File: src/rtl/mem_if_pkg.sv
// rtl/mem_if_pkg.sv - shared types and defaults for the main-memory word protocol
package mem_if_pkg;

  localparam int ADDR_W_DEF     = 16;
  localparam int DATA_W_DEF     = 32;
  localparam int LINE_WORDS_DEF = 4;

  typedef enum logic [1:0] {
    IDLE  = 2'd0,
    ISSUE = 2'd1,
    WAIT  = 2'd2
  } state_t;

  function automatic int idx_width(input int line_words);
    return $clog2(line_words);
  endfunction

endpackage

File: src/rtl/mem_watchdog.sv
// rtl/mem_watchdog.sv - cycle counter that flags when a wait has lasted LIMIT cycles
module mem_watchdog #(
  parameter int LIMIT = 64
) (
  input  logic clk,
  input  logic rst_n,
  input  logic clear,
  input  logic enable,
  output logic expired
);

  localparam int CNT_W = $clog2(LIMIT + 1);

  logic [CNT_W-1:0] count;

  always_ff @(posedge clk or negedge rst_n) begin
    if (!rst_n) begin
      count <= '0;
    end else if (clear) begin
      count <= '0;
    end else if (enable) begin
      count <= count + 1'b1;
    end
  end

  // Fires on the edge that would complete the LIMIT-th waiting cycle.
  assign expired = enable && (count == CNT_W'(LIMIT - 1));

endmodule

File: src/rtl/mem_line_initiator.sv
// rtl/mem_line_initiator.sv - line refill/write-back initiator on the req/ready/done memory port
// Optional watchdog abort enabled by defining MEM_LINE_TIMEOUT_EN.
module mem_line_initiator
  import mem_if_pkg::*;
#(
  parameter int ADDR_W     = ADDR_W_DEF,
  parameter int DATA_W     = DATA_W_DEF,
  parameter int LINE_WORDS = LINE_WORDS_DEF,
  parameter int TIMEOUT    = 64
) (
  input  logic                         clk,
  input  logic                         rst_n,
  input  logic                         cmd_valid,
  output logic                         cmd_ready,
  input  logic                         cmd_we,
  input  logic [ADDR_W-1:0]            cmd_addr,
  input  logic [LINE_WORDS*DATA_W-1:0] cmd_wline,
  output logic                         fill_valid,
  output logic [idx_width(LINE_WORDS)-1:0] fill_idx,
  output logic [DATA_W-1:0]            fill_data,
  output logic                         cmd_done,
  output logic                         cmd_err,
  output logic                         mem_req,
  output logic                         mem_we,
  output logic [ADDR_W-1:0]            mem_addr,
  output logic [DATA_W-1:0]            mem_wdata,
  input  logic                         mem_ready,
  input  logic                         mem_done,
  input  logic [DATA_W-1:0]            mem_rdata
);

  localparam int IDX_W = idx_width(LINE_WORDS);

  state_t                   state;
  logic [IDX_W-1:0]         idx;
  logic [IDX_W-1:0]         next_idx;
  logic [ADDR_W-IDX_W-1:0]  base_line;
  logic                     we_q;
  logic [DATA_W-1:0]        wbuf [LINE_WORDS];
  logic                     timeout_hit;
  logic                     unused_bits;

  assign next_idx    = idx + 1'b1;
  assign unused_bits = ^cmd_addr[IDX_W-1:0];

`ifdef MEM_LINE_TIMEOUT_EN
  logic wd_clear;
  assign wd_clear = (state == ISSUE) && mem_ready;

  mem_watchdog #(
    .LIMIT(TIMEOUT)
  ) u_watchdog (
    .clk    (clk),
    .rst_n  (rst_n),
    .clear  (wd_clear),
    .enable (state == WAIT),
    .expired(timeout_hit)
  );
`else
  logic unused_timeout;
  assign unused_timeout = (TIMEOUT > 0);
  assign timeout_hit    = 1'b0;
`endif

  always_ff @(posedge clk or negedge rst_n) begin
    if (!rst_n) begin
      state      <= IDLE;
      idx        <= '0;
      base_line  <= '0;
      we_q       <= 1'b0;
      cmd_ready  <= 1'b1;
      fill_valid <= 1'b0;
      fill_idx   <= '0;
      fill_data  <= '0;
      cmd_done   <= 1'b0;
      cmd_err    <= 1'b0;
      mem_req    <= 1'b0;
      mem_we     <= 1'b0;
      mem_addr   <= '0;
      mem_wdata  <= '0;
      for (int i = 0; i < LINE_WORDS; i++) wbuf[i] <= '0;
    end else begin
      fill_valid <= 1'b0;
      cmd_done   <= 1'b0;
      cmd_err    <= 1'b0;
      case (state)
        IDLE: begin
          if (cmd_valid) begin
            base_line <= cmd_addr[ADDR_W-1:IDX_W];
            we_q      <= cmd_we;
            for (int i = 0; i < LINE_WORDS; i++) wbuf[i] <= cmd_wline[i*DATA_W +: DATA_W];
            idx       <= '0;
            cmd_ready <= 1'b0;
            mem_req   <= 1'b1;
            mem_we    <= cmd_we;
            mem_addr  <= {cmd_addr[ADDR_W-1:IDX_W], {IDX_W{1'b0}}};
            mem_wdata <= cmd_we ? cmd_wline[DATA_W-1:0] : '0;
            state     <= ISSUE;
          end
        end
        ISSUE: begin
          if (mem_ready) begin
            mem_req <= 1'b0;
            state   <= WAIT;
          end
        end
        WAIT: begin
          // Address, we and wdata stay put here: memory samples them at completion.
          if (mem_done) begin
            if (!we_q) begin
              fill_valid <= 1'b1;
              fill_idx   <= idx;
              fill_data  <= mem_rdata;
            end
            if (idx == IDX_W'(LINE_WORDS - 1)) begin
              cmd_done  <= 1'b1;
              cmd_ready <= 1'b1;
              mem_we    <= 1'b0;
              mem_wdata <= '0;
              state     <= IDLE;
            end else begin
              idx       <= next_idx;
              mem_req   <= 1'b1;
              mem_addr  <= {base_line, next_idx};
              mem_wdata <= we_q ? wbuf[next_idx] : '0;
              state     <= ISSUE;
            end
          end else if (timeout_hit) begin
            cmd_err   <= 1'b1;
            cmd_ready <= 1'b1;
            mem_req   <= 1'b0;
            mem_we    <= 1'b0;
            mem_wdata <= '0;
            state     <= IDLE;
          end
        end
        default: state <= IDLE;
      endcase
    end
  end

endmodule

File: config.mk
export PLATFORM = sky130hd
export DESIGN_NAME = mem_line_initiator
export DESIGN_NICKNAME = d
export VERILOG_FILES = /design/src/rtl/mem_if_pkg.sv /design/src/rtl/mem_watchdog.sv /design/src/rtl/mem_line_initiator.sv
export SDC_FILE = /design/constraint.sdc
export NUM_CORES = 1
export LEC_CHECK = 0
export CAP_MARGIN = 5
export CORE_UTILIZATION = 40
export CTS_CLUSTER_DIAMETER = 200
export DETAILED_ROUTE_END_ITERATION = 8
export PLACE_DENSITY = 0.68
export SLEW_MARGIN = 20
export SYNTH_ARGS = -nofsm -noshare
export SYNTH_HDL_FRONTEND = slang
export SYNTH_HIERARCHICAL = 1
export SYNTH_SLANG_ARGS = --single-unit
export TNS_END_PERCENT = 10
File: constraint.sdc
create_clock -name clk -period 1.98 [get_ports clk]
set_input_delay 0.198 -clock clk [delete_from_list [all_inputs] [get_ports clk]]
set_output_delay 0.198 -clock clk [all_outputs]
set_load 0.01 [all_outputs]
=== Word level (Yosys, flattened, before mapping) ===
Index checks and enable logic that the tools add are counted.

* Bitwise logic cells: 2
* Mux-type cells: 41
* Magnitude comparators: 1
* Add/sub/neg operators: 1
* Reductions and logical operators: 10
* Equal/unequal tests: 8

{| class="wikitable"
|+ Operators by type and width
! kind !! count
|-
| 2-to-1 mux 32 bit || 7
|-
| binary-select mux 32 bit (select 2 bit) || 1
|-
| one-hot mux 32 bit (2 select lines) || 1
|-
| 2-to-1 mux 16 bit || 3
|-
| one-hot mux 16 bit (2 select lines) || 1
|-
| 2-to-1 mux 1 bit || 17
|-
| 2-to-1 mux 2 bit || 6
|-
| inequality test 2 bit (second input constant) || 5
|-
| AND reduction 3 bit || 3
|-
| AND reduction 4 bit || 2
|-
| one-hot mux 2 bit (3 select lines) || 1
|-
| AND reduction 5 bit || 1
|-
| == test 2 bit (second input constant) || 2
|-
| one-hot mux 1 bit (2 select lines) || 2
|-
| one-hot mux 2 bit (2 select lines) || 1
|-
| greater-or-equal comparator 3 bit (second input constant) || 1
|-
| inverter 2 -> 3 bit || 1
|-
| one-hot mux 1 bit (3 select lines) || 1
|-
| nonzero test 3 bit || 1
|-
| adder 2 x 1 -> 2 bit (second input constant) || 1
|-
| == test 2 x 1 -> 1 bit (second input constant) || 1
|-
| zero test 2 bit || 1
|-
| AND reduction 2 bit || 1
|-
| nonzero test 2 bit || 1
|-
| inverter 1 bit || 1
|}

* Input port bits: 182
* Output and inout bits: 88
* Flip-flop bits (word level): 234

=== Longest topological paths before layout ===
Gate-level depths: netlist (run 1).

* Depth in word-level cells: 9
* Depth in mapped cells: 6
* Depth with buffers taken out: 4

=== Worst setup path after synthesis (run 1) ===
No wires, ideal clock.

* Kind: reg-to-reg
* From: register, netlist name mem_addr[1]
* To: register mem_wdata[10]
* Stages on the path, launching flop included: 7
* Arrival: 1666 ps
* Path buffers: 2
* Required time: 1848 ps
* Library setup time: 132 ps
* Setup slack: 182 ps
* Path through: dfrtp_1 -> ha_1 -> buf_2 -> clkbuf_1 -> mux4_2 -> nand3_1 -> o211ai_1

{| class="wikitable"
|+ RTL lines
! what !! RTL line !! source
|-
| end signal: assignment || mem_line_initiator.sv:97 || <nowiki>mem_wdata <= cmd_we ? cmd_wline[DATA_W-1:0] : '0;</nowiki>
|-
| end signal: assignment || mem_line_initiator.sv:125 || <nowiki>mem_wdata <= we_q ? wbuf[next_idx] : '0;</nowiki>
|-
| end: declaration || mem_line_initiator.sv:26 || <nowiki>output logic [DATA_W-1:0] mem_wdata,</nowiki>
|}

=== Worst setup path in the final report (run 1) ===
* From: register cmd_ready
* To: output cmd_ready

{| class="wikitable"
|+ RTL lines
! what !! RTL line !! source
|-
| start: declaration || mem_line_initiator.sv:14 || <nowiki>output logic cmd_ready,</nowiki>
|-
| start signal: assignment || mem_line_initiator.sv:71 || <nowiki>cmd_ready <= 1'b1;</nowiki>
|-
| start signal: assignment || mem_line_initiator.sv:93 || <nowiki>cmd_ready <= 1'b0;</nowiki>
|-
| start signal: assignment || mem_line_initiator.sv:117 || <nowiki>cmd_ready <= 1'b1;</nowiki>
|}

No word-level cell between the ends.

==> results of run 1 <==
## layout make-up
type / instances / share of cell area
antenna: 1 / 0.000177
clock buffer: 38 / 0.0541
clock inverter: 9 / 0.00494
inverter: 2 / 0.000530
multi-input combinational: 389 / 0.281
sequential: 232 / 0.410
tap: 324 / 0.0286
timing repair buffer: 299 / 0.221
## stage by stage
stage	std cells	hold WS, ns	utilization
global placement	1244	0.226	0.542
global route	1294	0.208	0.578
floorplan	680	-0.0976	-
detailed placement	1244	0.229	0.542
finish	1294	0.193	0.578
CTS	1293	0.178	0.578
## sequential cells by signal, summed over array words and instances (netlist names), 2 cells and up
name       flops
fill_idx       2
fill_data     32
mem_wdata     32
base_line     14
mem_addr      16
wbuf         128
state          2
## path summary, 6_finish.rpt
check	start	to	slack [ns]	cells after the start
worst max-delay path	cmd_ready$_DFFE_PN1P_	cmd_ready	0.18	1
worst min-delay path	cmd_we	mem_wdata[12]$_DFFE_PN0P_	0.19	3
worst max register to register	mem_addr[0]$_DFFE_PN0P_	mem_addr[15]$_DFFE_PN0P_	0.23	5
worst min register to register	mem_req$_DFFE_PN0P_	mem_req$_DFFE_PN0P_	0.48	2
max in group asynchronous	rst_n	state[0]$_DFFE_PN0P_	1.03	3
min in group asynchronous	rst_n	wbuf[39]$_DFFE_PN0P_	0.22	2
## power by group through the flow
stage / Sequential [mW] / Combinational, mW / Clock [mW]
final: 8.20 / 8.81 / 4.71
after floorplan: 8.30 / 5.17 / 0
after CTS: 8.21 / 8.92 / 4.81
after detailed placement: 8.27 / 8.82 / 0
after global routing: 8.51 / 9.45 / 5.00
after global placement: 8.19 / 8.71 / 0
## cells in the final DEF, fill, tap and decap left out, drive strengths merged, types with 2 or more instances in the layout
cell type      instances
clkbuf                38
mux4                  32
nor3                   2
inv                    2
nand3b                 2
buf                   33
nand2                  2
nand3                 64
nand2b                 3
dfrtp                231
clkdlybuf4s50        263
clkinv                 8
o21ai                 34
mux2                 206
o211ai                32
a22o                   2
a21o                   2
## layer usage
metal,global-route usage,vias to the layer above,wire length (um)
met4,0.0506,0,486
met2,0.345,218,12700
met5,0,-,0
li1,-,3062,-
met1,0.266,3511,10900
met3,0.0514,43,1780
## what timing repair did
action / CTS / global route
hold endpoints to repair: 63 / 0
hold buffers: 1 / 0
setup endpoints to repair: 1 / 0
resized for setup: 2 / 0
## cells by family after synthesis
| group | after synthesis | share of synthesized area |
|---|---|---|
| AOI/OAI and AO/OA | 72 | 0.0456 |
| and+or+nand+nor | 76 | 0.0421 |
| muxes | 239 | 0.302 |
| DFF | 232 | 0.575 |
| adders and majority gates | 1 | 0.00124 |
| buffers and inverters | 59 | 0.0340 |
| other | 1 | 0.000371 |
==> results.toml, run 1 <==
[outcome]
status = "finished, final reports clean"

[routing]
route.detailed.wl_per_inst_um = 20.0
postRouteAntennaNets = 0
vias = 6834
drc = 0
routed_via_density = 5.28
drt_iter0_drc = 362
drtPass1Iterations = 4
routed_wl_um = 25900

[pwr]
seq_power_share = 0.377
power_mw = 21.7
power.density_nw_per_um2 = 1530
max-vdd-ir-drop_mv = 0.880
power.leakage_nw = 5.68
netSwitchingFraction = 0.301
p_clk_frac = 0.217
p_int_mw = 15.2
switchingPower_mw = 6.53
combPwrFrac = 0.406

[critical_path]
critical_path.top_delay_family = "buffers and inverters"
cp_data_arrival_time_ns = 1.61
critPathSlowestCell = "clkdlybuf4s50_1"
path_cells = "clkdlybuf4s50_1"
start_kind = "flip-flop"
critPathMaxStageDelay_ns = 0.56
worstPathMaxFanout = 2
worstPathRequired_ns = 1.78
path_buf_inv = 1
path_class = "flip-flop to output pin"
critPathCaptureType = "output pin"

[sta]
finalSetupViolCount = 0
fin_crit_ns = 1.80
tns_ns = 0
max_freq_mhz = 554
rsz0062_at_grt = "false"
worst_slack_ns = 0.176
tightest_slew_ns = 0.600
drv_slew = 0
slew-limit-headroom = 0.600
hold_violations = 0
fin_crit_sh = 0.911
skew_ns = 0.0130

[logic_synthesis]
ys_seq_elements = 232
synth_top_area_frac = 0.572
synth_commonest_cells = "231 x dfrtp_1, 204 x mux2_2, 64 x nand3_1"
synthCells = 680
syn-num-nets = 863
ys_async_sr_fraction = 1.00
synth_warnings = 6
yosysUniqueCellTypes = 31
synth.avg_cell_area_um2 = 14.9
synthTopCellsByArea = "dfrtp_1 57%, mux2_2 23%, mux4_2 7.1%"
ys_seq_area_frac = 0.575
synth_ff_type = "dfrtp_1"
syn_area_um2 = 10100
synth_top_area_cell = "dfrtp_1"
yosysMostFrequentCell = "dfrtp_1"
synth_edf_count = 0

[cts]
clockBufferDepth = 3
cts_setup_buffers = 0
root_buffer = "clkbuf_16"
cts_made_buffers = 26
cts.clk_slew.worst_paths_ns = 0.06
numClockSinks = 232
cts_tree = "built"
clock_latency_ns = 0.53
htreeDepth = 1

[placement]
postPlaceCellArea_um2 = 13300
gp_congestion = 0.748
place_hpwl_um = 17000
dp_slack_ns = 0.0820
port_buffers = 266

[final_layout]
multi_input_area_um2 = 3980
area_delta_synth_final_pct = 40.3
final_nets = 1133
layout-drive-gt1-share = 0.332
stdcell_area_um2 = 14200
num-fill-cells = 2030
register_area_um2 = 5810

[global_route]
grt_max_degree = 74
grt_pass1_vias = 7427
gr-usage-all-layers = 0.205
grt_pass1_wl_um = 41500
antenna_found_initial = 1
grt-ovfl-total = 0

[floorplanning]
die_x_um = 161
initial_core_util = 0.412
die-height_um = 161
ioPinCount = 270
rows = 57
coreArea_um2 = 24500
die_area_um2 = 25900

[job]
maxCapViolCount = 0

[min_path]
worstHoldPathType = "input port to flip-flop"
No activity file was read; power rests on OpenSTA's default activity.
==> inputs of run 2 (changes only) <==
SKIP_CTS_REPAIR_TIMING = 1   (was default)
==> results.toml, run 2 (synthesis results as in run 1) <==
[sta]
tightest_slew_ns = 0.600
slew-limit-headroom = 0.600
max_freq_mhz = 545
hold_slack_ns = 0.196
skew_ns = 0.0109
fin_crit_sh = 0.926
worst_slack_ns = 0.146
rsz0062_at_grt = "false"
fin_crit_ns = 1.83
hold_violations = 0
finalSetupViolCount = 0
drv_slew = 0

[min_path]
worstHoldPathType = "input port to flip-flop"
min_from = "cmd_we"

[placement]
place_hpwl_um = 17000
postPlaceCellArea_um2 = 13300
port_buffers = 266
dp_slack_ns = 0.0820
gp_congestion = 0.748

[critical_path]
critPathSlowestCell = "clkdlybuf4s50_1"
critPathCaptureType = "output pin"
path_class = "flip-flop to output pin"
cp_data_arrival_time_ns = 1.64
worstPathRequired_ns = 1.78
r2r_start = "mem_addr[0]$_DFFE_PN0P_"
critPathMaxStageDelay_ns = 0.55
start_kind = "flip-flop"
crit_path_start = "mem_addr[0]$_DFFE_PN0P_"
worstPathMaxFanout = 3
path_cells = "buf_16, clkdlybuf4s50_1"

[final_layout]
final_nets = 1135
multi_input_area_um2 = 3980
area_delta_synth_final_pct = 40.3
largest_reg_flops = 128
stdcell_area_um2 = 14200
largestRegisters = "wbuf (128), fill_data (32), mem_wdata (32)"
fin_util = 0.578
layout_common_cells = "264 x clkdlybuf4s50_1, 229 x dfrtp_1, 204 x mux2_2, 64 x nand3_1, 34 x o21ai_0"
layout-drive-gt1-share = 0.334
final_common_cell = "clkdlybuf4s50_1"
register_area_um2 = 5810
num-fill-cells = 2025
largest_register = "wbuf"

[routing]
routed_via_density = 5.26
postRouteAntennaNets = 0
wl_met2_um = 12600
drtPass1Iterations = 4
routed_wl_um = 25900
maxUsedRoutingLayer = "met4"
vias = 6813
route.detailed.wl_per_inst_um = 20.0
drc = 0
met3_length_um = 1740
drt_iter0_drc = 323
wl_met1_um = 11000

[global_route]
gr-usage-all-layers = 0.202
grt_pass1_wl_um = 41100
grt_max_degree = 74
grt-ovfl-total = 0
grt_pass1_vias = 7411
antenna_found_initial = 1

[floorplanning]
initial_core_util = 0.412
die_area_um2 = 25900
ioPinCount = 270
coreArea_um2 = 24500
die-height_um = 161
die_x_um = 161
rows = 57

[cts]
cts_tree = "built"
clockBufferDepth = 3
clock_latency_ns = 0.52
cts_made_buffers = 26
htreeDepth = 1
cts.clk_slew.worst_paths_ns = 0.06
root_buffer = "clkbuf_16"
numClockSinks = 232

[pwr]
max-vdd-ir-drop_mv = 0.879
power.density_nw_per_um2 = 1530
power.leakage_nw = 5.68
power_mw = 21.7

[outcome]
status = "finished, final reports clean"

[job]
maxCapViolCount = 0
[run 2: worst paths after layout]
| kind | depth (start not counted) | end | slack [ns] |
|---|---|---|---|
| worst max-delay path | 2 | mem_addr[0] | 0.15 |
| worst min-delay path | 3 | mem_wdata[12]$_DFFE_PN0P_ | 0.20 |
| worst max register to register | 5 | mem_addr[15]$_DFFE_PN0P_ | 0.20 |
| worst min register to register | 2 | mem_req$_DFFE_PN0P_ | 0.48 |
| max in group asynchronous | 3 | mem_addr[0]$_DFFE_PN0P_ | 1.02 |
| min in group asynchronous | 2 | wbuf[7]$_DFFE_PN0P_ | 0.23 |
[run 2: area by class of cell]
| class | instances | share of cell area |
|---|---|---|
| Antenna cell | 1 | 0.000176 |
| Clock inverter | 9 | 0.00494 |
| Timing Repair Buffer | 301 | 0.221 |
| Inverter | 2 | 0.000529 |
| Clock buffer | 38 | 0.0541 |
| Tap cell | 324 | 0.0286 |
| Multi-Input combinational cell | 389 | 0.281 |
| Sequential cell | 232 | 0.410 |
[run 2: stage by stage]
stage          std cells  setup TNS [ns]
4_1_cts             1291          -0.125
3_3_place_gp        1244               0
3_5_place_dp        1244               0
5_1_grt             1296               0
6_report            1296               0
2_1_floorplan        680               0
[run 2: routing by layer]
| metal | track usage | vias to the layer above |
|---|---|---|
| li1 | - | 3067 |
| met1 | 0.262 | 3507 |
| met2 | 0.341 | 200 |
| met3 | 0.0506 | 39 |
| met4 | 0.0493 | 0 |
| met5 | 0 | - |
[run 2: where the power goes]
part | total, mW | switching, mW | internal (mW)
Sequential | 8.20 | 1.15 | 7.05
Combinational | 8.81 | 3.47 | 5.34
Clock | 4.70 | 1.91 | 2.80
Total | 21.7 | 6.53 | 15.2
[run 2: worst max-delay path: cells and delay by family, from the launching register on]
kind	cells	cell delay, ns
flip-flops	1	0.45
buffers and inverters	2	0.67
==> inputs of run 3 (changes only) <==
CORE_UTILIZATION = 44   (was 40)
PLACE_DENSITY = 0.77   (was 0.68)
clock period = 1.5 ns   (was 1.98 ns; I/O delays follow)
==> results.toml, run 3 (synthesis results as in run 1) <==
[final_layout]
largest_reg_flops = 128
final_nets = 1161
layout_common_cells = "228 x dfrtp_1, 178 x clkdlybuf4s50_1, 157 x mux2_2, 86 x dlymetal6s2s_1, 53 x nand3_1"
largest_register = "wbuf"
fin_util = 0.664
final_common_cell = "dfrtp_1"
antenna_cells = 0
layout-drive-gt1-share = 0.364
largestRegisters = "wbuf (128), fill_data (32), mem_wdata (32)"
area_delta_synth_final_pct = 48.2
stdcell_area_um2 = 15000
finalNonFillerCells = 1278
num-fill-cells = 1629

[critical_path]
r2r-end = "mem_addr[4]$_DFFE_PN0P_"
reg2reg_depth = 5
path_class = "flip-flop to flip-flop"
critPathCaptureType = "flip-flop"
worstPathRequired_ns = 1.91
path_cells = "ha_4, nand3b_1, a21oi_2, buf_12, mux2_2"
critPathMaxStageDelay_ns = 0.44
worstPathMaxFanout = 14
critPathSlowestCell = "dfrtp_2"
r2r_start = "mem_addr[0]$_DFFE_PN0P_"
crit_path_start = "mem_addr[0]$_DFFE_PN0P_"
start_kind = "flip-flop"
cp_data_arrival_time_ns = 2.08
r2r_slack_ns = -0.17

[floorplanning]
initial_core_util = 0.448
die-height_um = 154
die_area_um2 = 23600
die_x_um = 154
rows = 55
coreArea_um2 = 22600
ioPinCount = 270

[cts]
htreeDepth = 1
clockBufferDepth = 3
cts_tree = "built"
root_buffer = "clkbuf_16"
clock_latency_ns = 0.53
cts_made_buffers = 26
numClockSinks = 232
cts.clk_slew.worst_paths_ns = 0.06

[global_route]
antenna_found_initial = 0
grt_pass1_wl_um = 41500
grt_pass1_vias = 7526
gr-usage-all-layers = 0.224
grt-ovfl-total = 0
grt_max_degree = 59

[sta]
drv_slew = 0
slew-limit-headroom = 0.651
finalSetupViolCount = 214
tns_ns = -13.00
skew_ns = 0.0219
fin_crit_ns = 1.67
fin_crit_sh = 1.11
worst_slack_ns = -0.165
tightest_slew_ns = 0.524
max_freq_mhz = 600
hold_violations = 0
rsz0062_at_grt = "true"

[routing]
drc = 0
vias = 6932
postRouteAntennaNets = 0
drtPass1Iterations = 4
routed_via_density = 5.42
route.detailed.wl_per_inst_um = 21.1
routed_wl_um = 27000
drt_iter0_drc = 304

[pwr]
power.density_nw_per_um2 = 2010
max-vdd-ir-drop_mv = 1.18
power.leakage_nw = 7.13

[placement]
postPlaceCellArea_um2 = 13600
place_hpwl_um = 17500
dp_cells = 1228
gp_congestion = 0.764
port_buffers = 266

[outcome]
violations = "setup timing"
status = "complete, but fails checks"

[min_path]
worstHoldPathType = "input port to asynchronous set/reset pin"

[job]
maxCapViolCount = 0
## run 3: changes by cell type in the layout (fill, tap and decap cells not counted), moves of 47 or more
cell,before,now
mux2_4,0,47
clkdlybuf4s50_1,264,178
mux2_2,204,157
dlymetal6s2s_1,0,86
## run 3: worst max path at each step
| stage | slack [ns] | depth (start not counted) | end |
|---|---|---|---|
| 3_5_place_dp | -0.31 | 6 | wbuf[77]$_DFFE_PN0P_ |
| 6_report | -0.17 | 5 | mem_addr[4]$_DFFE_PN0P_ |
| 2_1_floorplan | -0.14 | 5 | mem_addr[10]$_DFFE_PN0P_ |
| 3_3_place_gp | -0.29 | 5 | wbuf[81]$_DFFE_PN0P_ |
| 4_1_cts | -0.51 | 3 | mem_addr[0] |
| 5_1_grt | -0.23 | 5 | mem_addr[14]$_DFFE_PN0P_ |
## run 3: power by group
part           leakage (nW)  internal [mW]  switching (mW)
Sequential             2.78           9.31            1.56
Combinational          3.92           7.87            5.08
Clock                 0.419           3.75            2.47
## run 3: area by class of cell
type	count	area (um^2)	share of cell area
flip-flops and latches	232	5810	0.388
multi-input cells	389	4220	0.282
repair buffers	327	3740	0.250
clock buffers	34	731	0.0488
well taps	285	357	0.0238
clock inverters	9	110	0.00735
inverters	2	7.51	0.000501
## run 3: worst max-delay path: cells and delay by family, from the launching register on
family	cells	cell delay, ns
adder cells (fa/ha/maj)	1	0.19
AND/OR/NAND/NOR	1	0.20
buffers and inverters	1	0.17
AO/OA/AOI/OAI	1	0.20
multiplexers	1	0.34
flip-flops	1	0.44
## run 3: stage by stage
stage                     power (mW)  worst slack [ns]  hold slack (ns)
final                           30.0            -0.165            0.140
after global routing            31.7            -0.232            0.193
after CTS                       29.5            -0.508           -0.445
after detailed placement        23.1            -0.308            0.118
after global placement          22.7            -0.294            0.115
after floorplan                 17.9            -0.142           -0.146
## run 3: per-layer routing
| layer | vias to the layer above | wire (um) | global-route usage |
|---|---|---|---|
| met3 | 45 | 1580 | 0.0502 |
| li1 | 3110 | - | - |
| met1 | 3574 | 11200 | 0.281 |
| met2 | 203 | 13400 | 0.387 |
| met5 | - | 0 | 0 |
| met4 | 0 | 726 | 0.0638 |
